[src/rtl/uart_rx_engine.sv]
// UART receive engine: oversampled start/data/parity/stop recovery with majority vote,
// break detection, character timeout and a first-word-fall-through RX FIFO.
module uart_rx_engine #(
    parameter int OVERSAMPLE   = 16,
    parameter int FIFO_DEPTH   = 64,
    parameter int TIMEOUT_BITS = 40,
    localparam int ADDR_BITS   = $clog2(FIFO_DEPTH)
) (
    input  logic                 clk_i,
    input  logic                 rst_n_i,
    input  logic                 enable_i,
    input  logic                 ov_tick_i,
    input  logic                 rx_i,
    input  logic [1:0]           data_width_i,
    input  logic [1:0]           parity_mode_i,
    input  logic                 stop_bits_i,
    input  logic [ADDR_BITS:0]   threshold_i,
    input  logic                 fifo_read_i,
    input  logic                 fifo_flush_i,
    output logic [7:0]           data_o,
    output logic                 frame_err_o,
    output logic                 parity_err_o,
    output logic                 break_o,
    output logic                 overrun_o,
    output logic                 fifo_empty_o,
    output logic                 fifo_full_o,
    output logic [ADDR_BITS:0]   fifo_count_o,
    output logic                 threshold_irq_o,
    output logic                 timeout_irq_o,
    output logic                 rx_idle_o
);

    localparam int CW       = $clog2(OVERSAMPLE);
    localparam int TO_LIMIT = TIMEOUT_BITS * OVERSAMPLE;
    localparam int TW       = $clog2(TO_LIMIT + 1);
    localparam logic [CW-1:0]      CNT_LAST = CW'(OVERSAMPLE - 1);
    localparam logic [CW-1:0]      MID_A    = CW'(OVERSAMPLE / 2 - 1);
    localparam logic [CW-1:0]      MID_B    = CW'(OVERSAMPLE / 2);
    localparam logic [CW-1:0]      MID_C    = CW'(OVERSAMPLE / 2 + 1);
    localparam logic [TW-1:0]      TO_MAX   = TW'(TO_LIMIT);
    localparam logic [ADDR_BITS:0] DEPTH_V  = (ADDR_BITS + 1)'(FIFO_DEPTH);

    typedef enum logic [2:0] {IDLE, START, DATA, PARITY, STOP, WAIT_HIGH} state_t;

    state_t               state, state_next;
    logic                 rx_meta, rx_s, rx_s_d;
    logic [CW-1:0]        cnt;
    logic                 s0, s1, maj;
    logic [2:0]           bit_idx, last_idx;
    logic [7:0]           data_r;
    logic                 par_r, stop1_r, second_stop;
    logic                 tick_dec, tick_end, start_det, par_en, wr_en;
    logic                 frame_err, parity_err, brk;
    logic [10:0]          mem [FIFO_DEPTH];
    logic [10:0]          head;
    logic [ADDR_BITS-1:0] wr_ptr, rd_ptr;
    logic [ADDR_BITS:0]   count;
    logic                 full, empty, pop, push, overrun_r;
    logic [TW-1:0]        to_cnt;

    // The line idles high, so the synchroniser resets to 1 to avoid a false start edge.
    always_ff @(posedge clk_i or negedge rst_n_i) begin
        if (!rst_n_i) begin
            rx_meta <= 1'b1;
            rx_s    <= 1'b1;
            rx_s_d  <= 1'b1;
        end else begin
            rx_meta <= rx_i;
            rx_s    <= rx_meta;
            rx_s_d  <= rx_s;
        end
    end

    assign tick_dec  = ov_tick_i && (cnt == MID_C);
    assign tick_end  = ov_tick_i && (cnt == CNT_LAST);
    assign maj       = (s0 & s1) | (s0 & rx_s) | (s1 & rx_s);
    assign start_det = enable_i && rx_s_d && !rx_s;
    assign par_en    = !parity_mode_i[1];
    assign last_idx  = {1'b0, data_width_i} + 3'd4;

    assign frame_err  = !maj || (stop_bits_i && !stop1_r);
    assign brk        = (data_r == '0) && !(par_en && par_r) && !maj && !(stop_bits_i && stop1_r);
    assign parity_err = par_en && (^data_r ^ par_r ^ parity_mode_i[0]);

    always_ff @(posedge clk_i or negedge rst_n_i) begin
        if (!rst_n_i) state <= IDLE;
        else          state <= state_next;
    end

    always_comb begin
        state_next = state;
        wr_en      = 1'b0;
        case (state)
            IDLE:      if (start_det) state_next = START;
            START: begin
                if (tick_dec && maj)  state_next = IDLE;
                else if (tick_end)    state_next = DATA;
            end
            DATA:      if (tick_end && bit_idx == last_idx) state_next = par_en ? PARITY : STOP;
            PARITY:    if (tick_end) state_next = STOP;
            STOP: begin
                if (tick_dec && (!stop_bits_i || second_stop)) begin
                    wr_en      = 1'b1;
                    state_next = frame_err ? WAIT_HIGH : IDLE;
                end
            end
            WAIT_HIGH: if (rx_s) state_next = IDLE;
            default:   state_next = IDLE;
        endcase
        if (fifo_flush_i) begin
            state_next = WAIT_HIGH;
            wr_en      = 1'b0;
        end
    end

    // Bit timing and sampling; everything restarts from zero while the line is idle.
    always_ff @(posedge clk_i or negedge rst_n_i) begin
        if (!rst_n_i) begin
            cnt         <= '0;
            s0          <= 1'b1;
            s1          <= 1'b1;
            bit_idx     <= '0;
            data_r      <= '0;
            par_r       <= 1'b0;
            stop1_r     <= 1'b1;
            second_stop <= 1'b0;
        end else if (state == IDLE) begin
            cnt         <= '0;
            bit_idx     <= '0;
            data_r      <= '0;
            second_stop <= 1'b0;
        end else if (ov_tick_i) begin
            cnt <= (cnt == CNT_LAST) ? '0 : cnt + 1'b1;
            if (cnt == MID_A) s0 <= rx_s;
            if (cnt == MID_B) s1 <= rx_s;
            if (cnt == MID_C) begin
                case (state)
                    DATA:    data_r[bit_idx] <= maj;
                    PARITY:  par_r <= maj;
                    STOP:    if (!second_stop) stop1_r <= maj;
                    default: ;
                endcase
            end
            if (cnt == CNT_LAST) begin
                if (state == DATA) bit_idx <= bit_idx + 1'b1;
                if (state == STOP) second_stop <= 1'b1;
            end
        end
    end

    assign empty = (count == '0);
    assign full  = (count == DEPTH_V);
    assign pop   = fifo_read_i && !empty;
    assign push  = wr_en && (!full || pop);

    // A pop in the same cycle makes room, so a write into a full FIFO is only dropped without one.
    always_ff @(posedge clk_i or negedge rst_n_i) begin
        if (!rst_n_i) begin
            wr_ptr    <= '0;
            rd_ptr    <= '0;
            count     <= '0;
            overrun_r <= 1'b0;
        end else if (fifo_flush_i) begin
            wr_ptr    <= '0;
            rd_ptr    <= '0;
            count     <= '0;
            overrun_r <= 1'b0;
        end else begin
            if (push) wr_ptr <= wr_ptr + 1'b1;
            if (pop)  rd_ptr <= rd_ptr + 1'b1;
            if (push && !pop)      count <= count + 1'b1;
            else if (pop && !push) count <= count - 1'b1;
            if (pop)                 overrun_r <= 1'b0;
            else if (wr_en && !push) overrun_r <= 1'b1;
        end
    end

    always_ff @(posedge clk_i) begin
        if (push) mem[wr_ptr] <= {brk, parity_err, frame_err, data_r};
    end

    always_ff @(posedge clk_i or negedge rst_n_i) begin
        if (!rst_n_i)
            to_cnt <= '0;
        else if (fifo_flush_i || pop || (state == IDLE && start_det))
            to_cnt <= '0;
        else if (ov_tick_i && state == IDLE && rx_s && !empty && to_cnt != TO_MAX)
            to_cnt <= to_cnt + 1'b1;
    end

    assign head            = mem[rd_ptr];
    assign data_o          = empty ? 8'h00 : head[7:0];
    assign frame_err_o     = !empty && head[8];
    assign parity_err_o    = !empty && head[9];
    assign break_o         = !empty && head[10];
    assign overrun_o       = overrun_r;
    assign fifo_empty_o    = empty;
    assign fifo_full_o     = full;
    assign fifo_count_o    = count;
    assign threshold_irq_o = (threshold_i != '0) && (count >= threshold_i);
    assign timeout_irq_o   = (to_cnt == TO_MAX);
    assign rx_idle_o       = (state == IDLE);

endmodule
[config.mk]
export PLATFORM = sky130hd
export DESIGN_NAME = uart_rx_engine
export DESIGN_NICKNAME = d
export VERILOG_FILES = /design/src/rtl/uart_rx_engine.sv
export SDC_FILE = /design/constraint.sdc
export NUM_CORES = 1
export LEC_CHECK = 0
export ABC_CLOCK_PERIOD_IN_PS = 10300
export CAP_MARGIN = 30
export CORE_AREA = 5 5 325 327
export CTS_BUF_LIST = sky130_fd_sc_hd__clkbuf_8
export DETAILED_ROUTE_END_ITERATION = 10
export DIE_AREA = 0 0 330 332
export GPL_TIMING_DRIVEN = 1
export PLACE_DENSITY_LB_ADDON = 0.08
export SLEW_MARGIN = 20
export SYNTH_ARGS = -nofsm -noshare
export SYNTH_HDL_FRONTEND = slang
export SYNTH_SLANG_ARGS = --single-unit
[constraint.sdc]
create_clock -name clk_i -period 10.3 [get_ports clk_i]
set_input_delay 1.545 -clock clk_i [delete_from_list [all_inputs] [get_ports clk_i]]
set_output_delay 1.545 -clock clk_i [all_outputs]
set_load 0.005 [all_outputs]
# Yosys cells after proc, flatten, opt, wreduce, memory -nomap -nowiden
# Memories as Yosys holds them, arrays and structs flattened.
# Index checks and enable logic that the tools add are counted.
[op_classes] n_addsub=8 mul=0 n_div=0 magnitude_cmp=3 n_eq_ne=19 n_shift=0 mux=47 bitwise=9 reduce_logical=68
[ops] cell="two-way mux 3 bit" n=14
[ops] cell="two-way mux 8 bit" n=5
[ops] cell="logical AND 1 bit" n=29
[ops] cell="two-way mux 6 bit" n=4
[ops] cell="two-way mux 7 bit" n=3
[ops] cell="two-way mux 10 bit" n=2
[ops] cell="one-hot mux 3 bit (6 select lines)" n=1
[ops] cell="nonzero test 2 bit" n=8
[ops] cell="AND reduction 3 bit" n=5
[ops] cell="two-way mux 1 bit" n=13
[ops] cell="adder 6 x 1 -> 6 bit, second input constant" n=2
[ops] cell="== test 4 bit, second input constant" n=3
[ops] cell="two-way mux 4 bit" n=3
[ops] cell="!= test 3 bit, second input constant" n=4
[ops] cell="zero test 1 bit" n=11
[ops] cell="adder 10 x 1 -> 10 bit, second input constant" n=1
[ops] cell="== test 10 bit, second input constant" n=1
[ops] cell="!= test 10 bit, second input constant" n=1
[ops] cell="bitwise mux 8 bit" n=1
[ops] cell="zero test 8 bit" n=1
[ops] cell="parity 8 bit" n=1
[ops] cell="adder 7 x 1 -> 7 bit, second input constant" n=1
[ops] cell="== test 7 bit, second input constant" n=1
[ops] cell="greater-or-equal comparator 7 bit" n=1
[ops] cell="26 further kinds" n=38
[word_totals] reg_bits=56 latch_bits=0 mem_bits_rw=704 romBits=0 input_bits=19 out_inout_bits=24 word_cells=172 mem_count=1
[mem_list] memory="mem" depth=64 width=11 read_ports=1 rd_ports_with_merged_regs=0 wr=1 line="54" text="logic [10:0] mem [FIFO_DEPTH];"

# Longest topological paths before layout
# Gate-level depths: netlist of run 1.
[logic_depth] ltp_word=12 ltp_mapped=14

# Worst setup path after synthesis of run 1
# Ideal clock, no wire load.
[synth_path] kind="in2reg" from="in parity_mode_i[1]" to="mem mem[0][10], data pin" arrival_time_ns=7.195 t_required_ns=9.013 setup_slack_ns=1.818 cell_stages=2 path_cell_list="nor2b_1 -> a2111oi_0"
[synth_via] elab_chain_len=6
[synth_lines] element="start: declaration" line="15" text="input logic [1:0] parity_mode_i,"
[synth_lines] element="zero test 1 bit" line="78" text="assign par_en = !parity_mode_i[1];"
[synth_lines] element="logical AND 1 bit" line="82" text="assign brk = (data_r == '0) && !(par_en && par_r) && !maj && !(stop_bits_i && stop1_r);"
[synth_lines] element="zero test 1 bit" line="82"
[synth_lines] element="logical AND 1 bit (3 in a row)" line="82"
[synth_lines] element="via brk" line="53" text="logic frame_err, parity_err, brk;"
[synth_lines] element="end: declaration" line="54"
# The timed path passes the listed nets, and every way through them passes these cells.

# Worst setup path after layout of run 1
[layout_path] from="reg rd_ptr[0]" to="out data_o[6]"
[layout_via] elab_chain_len=2
[layout_lines] element="start: declaration" line="56" text="logic [ADDR_BITS-1:0] wr_ptr, rd_ptr;"
[layout_lines] element="start signal: assignment" line="170" text="if (pop) rd_ptr <= rd_ptr + 1'b1;"
[layout_lines] element="memory (64 x 11 bit)"
[layout_lines] element="two-way mux 8 bit" line="192" text="assign data_o = empty ? 8'h00 : head[7:0];"
[layout_lines] element="end: declaration" line="20" text="output logic [7:0] data_o,"
# Every way passes these cells.

==> results of run 1 <==
-- cell families (layout without fill, tap and decap cells) --
logic type | count (synthesis) | after routing
muxes | 244 | 244
buffers and inverters | 123 | 412
other | 0 | 1
DFF | 760 | 760
adders and majority gates | 27 | 27
xor gates and xnor gates | 29 | 29
AOI/OAI and AO/OA | 216 | 216
and+or+nand+nor | 252 | 252
-- worst max path at each step --
stage	startpoint	to	slack (ns)	cells after the start
2_1_floorplan	parity_mode_i[1]	mem[0][10]$_DFFE_PP_	1.82	2
3_3_place_gp	rd_ptr[0]$_DFFE_PN0N_	data_o[6]	4.45	7
3_5_place_dp	rd_ptr[0]$_DFFE_PN0N_	data_o[6]	4.46	7
4_1_cts	rd_ptr[0]$_DFFE_PN0N_	data_o[6]	3.56	7
5_1_grt	rd_ptr[0]$_DFFE_PN0N_	data_o[6]	3.46	7
6_report	rd_ptr[0]$_DFFE_PN0N_	data_o[6]	3.79	7
-- state kept, by name, summed over array words and instances, names as in the netlist --
signal / cells
mem: 704
to_cnt: 10
data_r: 8
fifo_count_o: 7
rd_ptr: 6
wr_ptr: 6
cnt: 4
bit_idx: 3
state: 3
overrun_o: 1
par_r: 1
rx_meta: 1
rx_s: 1
rx_s_d: 1
s0: 1
s1: 1
second_stop: 1
stop1_r: 1
-- per-stage QoR --
step,power [mW],cells,cell area [um^2],hold WS [ns]
after floorplan,4.26,1651,30500,0.345
after global placement,4.67,3059,32900,0.348
after detailed placement,4.67,3072,33000,0.347
after CTS,7.40,3317,35600,0.354
after global routing,7.62,3321,35600,0.355
final,7.27,3321,35600,0.355
-- power by group through the flow --
stage | sequential [mW] | combinational [mW] | clock (mW)
finish | 3.53 | 1.05 | 2.69
global route | 3.54 | 1.14 | 2.94
CTS | 3.53 | 1.08 | 2.79
detailed placement | 3.60 | 1.08 | 0
global placement | 3.60 | 1.07 | 0
floorplan | 3.54 | 0.724 | 0
-- per-layer routing --
layer  up-vias  wire length, um
li1       7047                -
met3       127             3850
met1      8508            39600
met2       327            41000
met4         0             1700
met5         -                0
-- worst max-delay path, cell delays in order, from the launching register on --
cell	delay [ns]
dfrtp_4	0.87
buf_12	0.58
buf_4	0.70
mux4_2	0.59
a22oi_1	0.38
a21oi_1	0.13
a22o_1	0.27
clkdlybuf4s50_1	0.49
-- synth_stat cells, drive strengths merged, types with 24 or more instances --
master  instances  share of area
edfxtp        704           0.69
mux4          132          0.097
nor2          126          0.016
mux2i         101          0.033
clkbuf         51         0.0063
dfrtp          50          0.041
a21oi          48         0.0079
buf            39         0.0065
nand2          39         0.0048
a211oi         36         0.0089
a22oi          33         0.0081
inv            32         0.0039
ha             25          0.010
o22ai          24         0.0049
-- final cells by class --
type                    instances  area (um^2)  area share
well taps                    1380         1730      0.0485
repair buffers                134         1150      0.0323
flip-flops and latches        760        22600       0.633
multi-input cells             768         7490       0.210
clock inverters                95          505      0.0142
inverters                      33          129     0.00362
clock buffers                 150         2060      0.0579
diodes                          1         2.50   0.0000702
==> flow_metrics.tcl, run 1 <==
set metrics [dict create \
    place_ws_ns 4.46 \
    insertion_delay_ns 0.78 \
    initial_core_util 0.297 \
    reg2reg_to "mem[56][4]$_DFFE_PP_" \
    n_fill_cell 9683 \
    status "finished, final reports clean" \
    wirelength_um 86200 \
    fp.coreArea_um2 103000 \
    ir_drop_v 0.0000827 \
    critPathKind "register to primary output" \
    grt_most_used_layer "met2" \
    rsz0062_at_grt "no" \
    final_common_cell "edfxtp_1" \
    async_flop_share 0.0737 \
    rows 118 \
    ant_nets 0 \
    muxShareOfSynthArea 0.135 \
    power.clock.fraction 0.370 \
    avgViaCountPerCell 4.82 \
    io_buffers 42 \
    clkTransAtPathRegs_ns 0.05 \
    skew_ns 0.0303 \
    required_ns 8.76 \
    grt_max_degree 91 \
    reg2reg_setup_slack_ns 6.34 \
    cts_buffers 137 \
    ys_ff_latch 760 \
    min_period_over_period 0.632 \
    postCtsHoldBufs 0 \
    via_count 16000 \
    ys.flop_type "edfxtp_1" \
    drc 0 \
    swShare 0.267 \
    synth-xor-area-share 0.00833 \
    postLayoutCoreUtil 0.347 \
    drv_cap 0 \
    grt_overflow 0 \
    use_met1 0.216 \
    yosys.area_share.simple 0.0390 \
    dp_hpwl_um 49500 \
    slew_headroom 0.369 \
    worstHoldEndpoint "rx_s$_DFF_PN1_" \
    whs_path_depth 0 \
    setup_ws_ns 3.79 \
    first_pass_iters 5 \
    crit-reg2reg-launch "cnt[1]$_DFFE_PN0P_" \
    synth_top_family_by_area "multiplexers" \
    synth.avg_cell_area_um2 18.5 \
    antenna_found_initial 5 \
    arrival_ns 4.97 \
    slew_viol_final 0 \
    grt_use_met2 0.251 \
    grt_usage 0.157 \
    layout_min_cycle_time_ns 6.51 \
    worst_pin_slew_ns 0.947 \
    p_per_area_nw_per_um2 204 \
    syn_nets 1696 \
    grt_pass1_vias 17200 \
    finalWeightedCongestion 0.745 \
    max_clock_freq_ghz 0.154 \
    drt_iter0_markers 1105 \
    die_area_um2 110000 \
    worst_setup_path_end_kind "primary output" \
    start_kind "register" \
    cts_sinks 760 \
    use_met3 0.0353 \
    hp-class "register to register" \
    grt_first_pass_wirelength_um 124000 \
    seqPwrFrac 0.485 \
    tns_ns 0 \
    nets 1879 \
    power_switching_mw 1.94 \
    routedWlPerCell_um 26.0 \
    syn-instance-count 1651 \
    post_cts_buffers 0 \
    chipHeight_um 332 \
    synth_edf_count 704 \
    htreeDepth 4 \
    combPwrFrac 0.144 \
    ys_warn_count 0 \
    syn_area_um2 30500 \
    synthAdderAreaFrac 0.0112 \
    cts-resized-gates 0 \
    areaGrowthSynthToFinish_pct 16.8 \
    layout-drive-gt1-share 0.234 \
    ys_seq_area_frac 0.739 \
    min_from "rx_meta$_DFF_PN1_" \
    worstRegToRegCells 8 \
    hold_violations 0 \
    ctsRootBufferMaster "clkbuf_8" \
    pin_count 43 \
    synth-compound-area-share 0.0503 \
    final_cell_mix "edfxtp_1 (704), clkbuf_8 (150), mux4_2 (132)" \
    die_w_um 330 \
    cts_tree "done" \
    cp_max_fo 90 \
    synth_cell_types 65 \
    clk_path_buf_depth 3 \
    p_int_mw 5.33 \
    leakage_nw 12.1 \
    setup_violations 0 \
]
(Power assumes the default switching activity.)
==> inputs of run 2 (changes only) <==
--- a/config.mk
+++ b/config.mk
@@ -5,7 +5,7 @@
 export SDC_FILE = /design/constraint.sdc
 export NUM_CORES = 1
 export LEC_CHECK = 0
-export ABC_CLOCK_PERIOD_IN_PS = 10300
+export ABC_CLOCK_PERIOD_IN_PS = 6100
 export CAP_MARGIN = 30
 export CORE_AREA = 5 5 325 327
 export CTS_BUF_LIST = sky130_fd_sc_hd__clkbuf_8
==> constraint.sdc (replaced) <==
create_clock -name clk_i -period 6.1 [get_ports clk_i]
set_input_delay 0.915 -clock clk_i [delete_from_list [all_inputs] [get_ports clk_i]]
set_output_delay 0.915 -clock clk_i [all_outputs]
set_load 0.005 [all_outputs]
==> flow_metrics.tcl, run 2 (same netlist as run 1, synthesis figures left out) <==
set metrics [dict create \
    grt_overflow 0 \
    layout_min_cycle_time_ns 5.20 \
    cts_buffers 136 \
    final_cell_mix "edfxtp_1 (704), clkbuf_8 (141), mux4_2 (132)" \
    htreeDepth 4 \
    startpoint "rd_ptr[0]$_DFFE_PN0N_" \
    worst_pin_slew_ns 1.04 \
    finalWeightedCongestion 0.745 \
    rsz0062_at_grt "no" \
    ctsRootBufferMaster "clkbuf_8" \
    hp-class "primary input to asynchronous set/reset pin" \
    die_area_um2 110000 \
    avgViaCountPerCell 4.81 \
    grt_usage 0.154 \
    cp_max_fo 36 \
    grt_pass1_vias 16700 \
    use_met1 0.217 \
    initial_core_util 0.297 \
    via_count 16000 \
    largest_reg_flops 704 \
    grt_first_pass_wirelength_um 122000 \
    io_buffers 42 \
    tns_ns 0 \
    chipHeight_um 332 \
    drt_iter0_markers 974 \
    worst_setup_path_end_kind "primary output" \
    slew_headroom 0.307 \
    drc 0 \
    start_kind "register" \
    final_common_cell "edfxtp_1" \
    wirelength_um 85200 \
    grt_most_used_layer "met2" \
    cts_sinks 760 \
    largestRegisters "mem x704, to_cnt x10, data_r x8" \
    arrival_ns 4.29 \
    clkTransAtPathRegs_ns 0.06 \
    nets 1888 \
    ir_drop_v 0.000150 \
    required_ns 5.18 \
    ant_nets 0 \
    critPathKind "register to primary output" \
    routedWlPerCell_um 25.7 \
    areaGrowthSynthToFinish_pct 16.6 \
    grt_use_met2 0.239 \
    postLayoutCoreUtil 0.347 \
    max_clock_freq_ghz 0.192 \
    top_register "mem" \
    layout-drive-gt1-share 0.232 \
    setup_violations 0 \
    die_w_um 330 \
    first_pass_iters 5 \
    cts_tree "done" \
    min_period_over_period 0.853 \
    pin_count 43 \
    skew_ns 0.0354 \
    insertion_delay_ns 0.77 \
    slew_viol_final 0 \
    use_met3 0.0387 \
    dp_hpwl_um 50600 \
    rows 118 \
    post_cts_buffers 0 \
    crit-reg2reg-launch "cnt[1]$_DFFE_PN0P_" \
    hold_violations 0 \
    grt_max_degree 67 \
    drv_cap 0 \
    p_per_area_nw_per_um2 337 \
    leakage_nw 12.4 \
    fp.coreArea_um2 103000 \
    status "finished, final reports clean" \
    antenna_found_initial 3 \
    postCtsHoldBufs 0 \
    clk_path_buf_depth 3 \
    cts-resized-gates 0 \
]
==> run 2: through the flow <==
stage / setup WS (ns) / hold WS [ns] / power (mW) / instance area (um^2) / instances
final: 0.897 / 0.301 / 12.0 / 35600 / 3319
after global routing: 0.581 / 0.305 / 12.6 / 35600 / 3319
after CTS: 0.645 / 0.264 / 12.2 / 35600 / 3317
after detailed placement: 1.30 / 0.347 / 7.92 / 33200 / 3085
after global placement: 0.970 / 0.346 / 7.90 / 33100 / 3079
after floorplan: 0.0702 / 0.345 / 7.18 / 30500 / 1651
==> run 2: per-layer routing <==
layer | vias to the layer above | part of all wire
li1 | 7054 | -
met1 | 8436 | 0.47
met2 | 358 | 0.46
met3 | 112 | 0.048
met4 | 0 | 0.022
met5 | - | 0
==> run 2: final timing paths <==
| check | cells past startpoint | slack [ns] | end |
|---|---|---|---|
| max reg2reg | 7 | 2.33 | mem[5][4]$_DFFE_PP_ |
| max in group asynchronous | 2 | 5.17 | rd_ptr[1]$_DFFE_PN0N_ |
| max | 7 | 0.90 | data_o[2] |
| min reg2reg | 0 | 0.36 | rx_s$_DFF_PN1_ |
| min | 2 | 0.30 | bit_idx[2]$_DFFE_PN0P_ |
| min in group clk_i | 0 | 0.36 | rx_s$_DFF_PN1_ |
==> run 2: cell type report <==
| type | instances | area (um^2) |
|---|---|---|
| repair buffers | 144 | 1290 |
| clock inverters | 91 | 434 |
| flip-flops and latches | 760 | 22600 |
| inverters | 33 | 129 |
| fillers | 9672 | 67000 |
| well taps | 1380 | 1730 |
| multi-input cells | 768 | 7480 |
| clock buffers | 141 | 1940 |
| diodes | 2 | 5.00 |
==> run 2: critical path, cell delays in order (launching register included) <==
cell	delay, ns
dfrtp_4	0.89
buf_12	0.37
buf_4	0.41
mux4_2	0.56
a22oi_1	0.25
nand2_1	0.21
a22o_1	0.28
clkdlybuf4s50_1	0.46
==> run 2: power by group <==
group / leakage (nW) / switching, mW / internal, mW / total (mW)
combinational: 3.00 / 1.02 / 0.794 / 1.81
clock: 1.37 / 2.09 / 2.14 / 4.23
sequential: 7.99 / 0.145 / 5.80 / 5.94
total: 12.4 / 3.25 / 8.74 / 12.0
